### src/rtl/ttl_mux_scan.sv
// ttl_mux_scan: registered N:1 data selector with a channel-scanning pointer
// and a valid/ready holding register on the output. This is the clocked
// successor to the 8-input TTL selector. The pointer can be loaded directly
// from S or stepped once per captured sample. The holding register lets a
// single downstream consumer throttle how fast channels are sampled.

module ttl_mux_scan #(
    parameter int WIDTH    = 1,
    parameter int CHANNELS = 8,
    parameter int SEL_BITS = 3,
    parameter int START    = 0
) (
    input  logic                      Clk,
    input  logic                      Reset,
    input  logic [CHANNELS*WIDTH-1:0] In,
    input  logic [SEL_BITS-1:0]       S,
    input  logic                      Load,
    input  logic                      Scan,
    input  logic                      G_n,
    input  logic                      Ready,
    output logic [WIDTH-1:0]          Out,
    output logic [WIDTH-1:0]          Out_n,
    output logic [SEL_BITS-1:0]       Chan,
    output logic                      Valid,
    output logic                      Wrap
);

    // Every value the pointer field can encode gets a slot in the channel
    // table. Slots at or above CHANNELS read as zero. The pointer never
    // reaches them, because loads are range-checked and the scan wraps early.
    localparam int SLOTS = 1 << SEL_BITS;

    // The channel count is held one bit wider than the pointer. This lets
    // CHANNELS == 2^SEL_BITS be compared against S without overflow.
    localparam logic [SEL_BITS:0]   CHAN_COUNT = (SEL_BITS + 1)'(CHANNELS);
    localparam logic [SEL_BITS-1:0] LAST_CHAN  = SEL_BITS'(CHANNELS - 1);
    localparam logic [SEL_BITS-1:0] START_CHAN = SEL_BITS'(START);

    logic [SEL_BITS-1:0] ptr;
    logic [WIDTH-1:0]    chan_data [SLOTS];
    logic [WIDTH-1:0]    selected;

    logic free;
    logic capture;
    logic load_in_range;
    logic at_last;
    logic step;
    logic [SEL_BITS-1:0] ptr_plus_one;

    // Split the flat input bus into one entry per pointer value. Unused
    // entries are tied to zero, so the selector below is a plain array index.
    for (genvar k = 0; k < SLOTS; k++) begin : g_slot
        if (k < CHANNELS) begin : g_used
            assign chan_data[k] = In[k*WIDTH +: WIDTH];
        end else begin : g_unused
            assign chan_data[k] = '0;
        end
    end

    assign selected = chan_data[ptr];

    // The holding register can take a new sample when it is empty, or when
    // the consumer is draining it in this same cycle. The strobe then decides
    // whether a sample is actually taken.
    assign free    = !Valid || Ready;
    assign capture = free && !G_n;

    // Load has priority over scanning even when S is out of range. A rejected
    // load leaves the pointer where it is; it does not fall through to a scan
    // step.
    assign load_in_range = Load && ({1'b0, S} < CHAN_COUNT);
    assign at_last       = (ptr == LAST_CHAN);
    assign step          = !Load && capture && Scan;
    assign ptr_plus_one  = at_last ? '0 : ptr + 1'b1;

    // Pointer register: a direct load wins, otherwise step after each capture
    // while scanning.
    always_ff @(posedge Clk) begin
        if (Reset) begin
            ptr <= START_CHAN;
        end else if (load_in_range) begin
            ptr <= S;
        end else if (step) begin
            ptr <= ptr_plus_one;
        end
    end

    // Output holding register: capture when free and strobed, go empty when
    // free but not strobed, freeze while the consumer stalls. On a capture,
    // Chan records the pointer value used before any same-cycle load lands.
    always_ff @(posedge Clk) begin
        if (Reset) begin
            Out   <= '0;
            Chan  <= '0;
            Valid <= 1'b0;
        end else if (capture) begin
            Out   <= selected;
            Chan  <= ptr;
            Valid <= 1'b1;
        end else if (free) begin
            Valid <= 1'b0;
        end
    end

    // Wrap pulses only when a scan step rolls the pointer over. A load to
    // zero never sets it, because step is suppressed whenever Load is high.
    always_ff @(posedge Clk) begin
        if (Reset) begin
            Wrap <= 1'b0;
        end else begin
            Wrap <= step && at_last;
        end
    end

    assign Out_n = ~Out;

endmodule

### config.mk
export PLATFORM = sky130hd
export DESIGN_NAME = ttl_mux_scan
export DESIGN_NICKNAME = d
export VERILOG_FILES = /design/src/rtl/ttl_mux_scan.sv
export SDC_FILE = /design/constraint.sdc
export NUM_CORES = 1
export LEC_CHECK = 0
export ABC_CLOCK_PERIOD_IN_PS = 1900
export BUFFER_PORTS_ARGS = -buffer_cell sky130_fd_sc_hd__buf_2
export CELL_PAD_IN_SITES_DETAIL_PLACEMENT = 1
export CELL_PAD_IN_SITES_GLOBAL_PLACEMENT = 1
export CORE_UTILIZATION = 30
export CTS_CLUSTER_SIZE = 20
export DETAILED_ROUTE_END_ITERATION = 12
export PLACE_DENSITY_LB_ADDON = 0.1
export SLEW_MARGIN = 30
export SYNTH_ARGS = -nofsm -noshare
export SYNTH_HDL_FRONTEND = slang
export SYNTH_SLANG_ARGS = --single-unit
### constraint.sdc
create_clock -name Clk -period 1.9 [get_ports Clk]
set_clock_uncertainty 0.05 [all_clocks]
set_input_delay 0.475 -clock Clk [delete_from_list [all_inputs] [get_ports Clk]]
set_output_delay 0.475 -clock Clk [all_outputs]
set_load 0.02 [all_outputs]
# Word level (Yosys, flattened, before mapping)
# Cells that the tools add are included.
[op_classes]
reduce_logical = 10
magnitude_cmp = 1
bitwise = 2
n_eq_ne = 1
mux = 8
add_sub_neg = 1
[op_table]
columns = ["cell", "count"]
rows = [
  ["3-bit two-way mux", 3],
  ["4-bit >= comparator, second input constant", 1],
  ["1-bit logical AND", 4],
  ["1-bit two-way mux", 4],
  ["3-bit inverter with 4-bit output", 1],
  ["2-bit nonzero test", 2],
  ["3-bit by 1-bit adder with 3-bit output, second input constant", 1],
  ["1-bit binary-select mux with 3-bit select", 1],
  ["3-bit == test, second input constant", 1],
  ["1-bit logical NOT", 3],
  ["1-bit logical OR", 1],
  ["1-bit inverter", 1],
]
[totals]
in_bits = 17
wordCells = 28
register_bits = 9

# Longest topological paths before layout
[depth]
ltp_word = 7
mapped_depth = 5
depth_no_buf = 5

# Worst setup path after synthesis
# OpenSTA, ideal clock, no wires.
[synth_timing]
path_kind = "register to register"
from = "register ptr[0]"
to = "register Out"
n_path_buf = 1
setup_slack_ns = 0.577
path_stages_with_launch = 5
period_less_slack_ns = 1.323
arrival_time_ns = 1.194
cell_sequence = "dfxtp_1 > buf_6 > mux2i_1 > mux4_2 > a211oi_2"
[synth_between]
elab_chain_cells = 4
[synth_rtl]
columns = ["item", "line", "rtl"]
rows = [
  ["from (decl)", "39", "logic [SEL_BITS-1:0] ptr;"],
  ["from (signal assigned)", "84", "ptr <= ptr_plus_one;"],
  ["3-bit inverter with 4-bit output (not written as such)", "60", "assign selected = chan_data[ptr];"],
  ["1-bit binary-select mux with 3-bit select", "60", ""],
  ["1-bit two-way mux (not written as such) (2 in series)", "60", ""],
  ["to (signal assigned)", "97", "Out <= selected;"],
  ["to (decl)", "21", "output logic [WIDTH-1:0] Out,"],
]
# Every way passes these cells. The select of a mux whose other input is x is not followed.
# A chain may end at the register's enable or synchronous reset.

# Worst setup path in the final report
# Same ends and word-level chain as after synthesis.

==> flow_summary.toml <==
[die]
die_w_um = 42.4
ios = 24
dieArea_um2 = 1800
die_h_um = 42.4
coreArea_um2 = 1520
row_count = 14
start_util_pct = 32.2

[synthesis]
netlist_instances = 55
synthesis.nets = 74
synth_top_cell_by_area = "dfxtp_1"
synth_area_leaders = "dfxtp_1 37%, mux2i_1 8.2%, a311oi_1 5.4%"
yosysWarnings = 0
syn-cell-area_um2 = 490
synth.top_cell.area_share_pct = 36.7
yosysSeqAreaShare_pct = 36.7
ys_types = 18
synth.avg_cell_area_um2 = 8.92
ys_ff_latch = 9

[global_route]
gr-usage-met1_pct = 19.8
met3_usage_pct = 6.47
grt_pass1_vias = 480
grt_util_met2_pct = 25.2
top_usage_layer = "met2"
grt_util_all_layers_pct = 16.3
antenna_found_initial = 0
grt_remaining_overflow = 0
grt_pass1_wl_mm = 2.15
grt_max_degree = 10

[cts]
cts-root-buf = "clkbuf_4"
cts_hold_buf = 0
clock_latency_ns = 0.27
cts_buffers = 3
cts_resized = 0
clk_path_buf_depth = 2
path_clk_slew_ns = 0.07
clock_sinks = 9
cts_tree = "done"
post-cts-setup-buffers = 0
cts_max_level = 1

[drt]
drc_errors = 0
vias_per_cell = 5.45
detailedRoute.firstIterationViolations = 5
ant_nets = 0
routed_wl_mm = 1.28
routedWlPerCell_um = 13.4
drtPass1Iterations = 3
num_vias = 518

[critical_path]
crit_type = "flop to flop"
start_kind = "flop"
crit_family = "multiplexers"
worstPathCellList = "mux2i_1 -> mux4_2 -> a211oi_2"
worstPathMaxFanout = 8
crit_arrival_ns = 1.63
critPathBufInv = 0
required_ns = 2.04
crit_slowest_cell = "dfxtp_1"
end_kind = "flop"
slowest_delay_ns = 0.54

[placed_design]
place_area_um2 = 611
placed_cells = 91
port_buffers = 23
place_congestion = 0.769
dp_hpwl_um = 969

[timing]
setup_viol = 0
maxSlewViolCount = 0
tightest_slew_ns = 0.363
max_freq_ghz = 0.673
slew_headroom_pct = 75.8
rsz0062_at_grt = "no"
min_period_ns = 1.49
period_share_pct = 78.2
final_hold_viol_count = 0
setup-tns-final_ns = 0

[cells_and_area]
post-route-cell-area_um2 = 637
fin_util_pct = 41.8
finalNonFillerCells = 95
layout.nets = 99
n_antenna_cell = 0
drive_gt1_share_pct = 36.7
syn_to_final_growth_pct = 29.8

[power_and_ir_drop]
powerDensity_nw_per_um2 = 724
finalPower_uw = 461
p_leak_uw = 0.000296
vdd_drop_max_mv = 0.412

[run_status]
status = "finished clean"

[hold_path]
hold_path_class = "primary input to flop"

[flow_run]
maxCapViolations = 0
[cell usage after synthesis]
cell type and count:
nand3_1 3, nor2_1 6, mux4_2 1, a311oi_1 3, and4_1 1, nand2b_1 1
o21ai_0 3, clkbuf_1 3, nor2b_1 2, nand4_1 3, o31ai_1 3, ha_1 2
a21oi_1 5, inv_1 4, buf_6 1, mux2i_1 4, dfxtp_1 9, a211oi_2 1
[per-layer routing]
metal	up-vias	routed length (µm)
met3	4	76
li1	253	-
met2	16	574
met4	0	30
met5	-	0
met1	245	593
[report_power, final]
part / leakage [µW] / switching, µW / internal (µW) / total, µW
clock: 0.0000150 / 74.6 / 81.3 / 156
sequential: 0.0000741 / 12.7 / 200 / 213
combinational: 0.000207 / 48.1 / 44.3 / 92.4
[final timing paths]
kind / cells after the start / end / start / slack, ns
max: 3 / Out$_SDFFE_PP0P_ / ptr[0]$_SDFFE_PP0P_ / 0.41
min reg2reg: 2 / Chan[1]$_SDFFE_PP0P_ / Chan[1]$_SDFFE_PP0P_ / 0.43
min: 3 / ptr[0]$_SDFFE_PP0P_ / S[0] / 0.43
max reg2reg: 3 / Out$_SDFFE_PP0P_ / ptr[0]$_SDFFE_PP0P_ / 0.41
[sequential cells by signal, summed over array words and instances (netlist names)]
name / flops
Wrap: 1
Chan: 3
ptr: 3
Valid: 1
Out: 1
[layout by cell type (no fill, tap or decap), drive strengths merged]
master,count
a211oi,1
ha,2
mux2i,4
a21oi,5
o31ai,3
nor2,6
clkbuf,4
inv,4
nand2b,1
dfxtp,9
buf,24
nor2b,2
a311oi,3
nand3,3
o21ai,3
mux4,1
and4,1
nand4,3
[area by class of cell]
cell class	count	area, µm²
clock buffer	4	26.3
fill	194	887
inverter	4	15.0
multi-input combinational	38	273
sequential	9	180
tap	16	20.0
timing repair buffer	24	123
[worst min-delay path: cells and delay by family]
kind | cells | cell delay [ns]
AND/OR/NAND/NOR | 1 | 0.08
AO/OA/AOI/OAI | 1 | 0.05
buffers and inverters | 1 | 0.09
[logic make-up (layout without fill, tap and decap cells)]
logic type / after synthesis / in the layout / share of synthesized area, %
compound gates: 15 / 15 / 20.7
fa+ha+maj: 2 / 2 / 5.10
buf+inv: 8 / 32 / 7.65
flops: 9 / 9 / 36.7
mux: 5 / 5 / 12.8
simple gates: 16 / 16 / 17.1
[through the flow]
step / hold WS, ns / setup WS, ns
6_report: 0.426 / 0.414
5_1_grt: 0.431 / 0.274
4_1_cts: 0.419 / 0.410
3_5_place_dp: 0.419 / 0.421
3_3_place_gp: 0.412 / 0.447
2_1_floorplan: 0.428 / 0.577
Power figures use the tool's default switching activity.
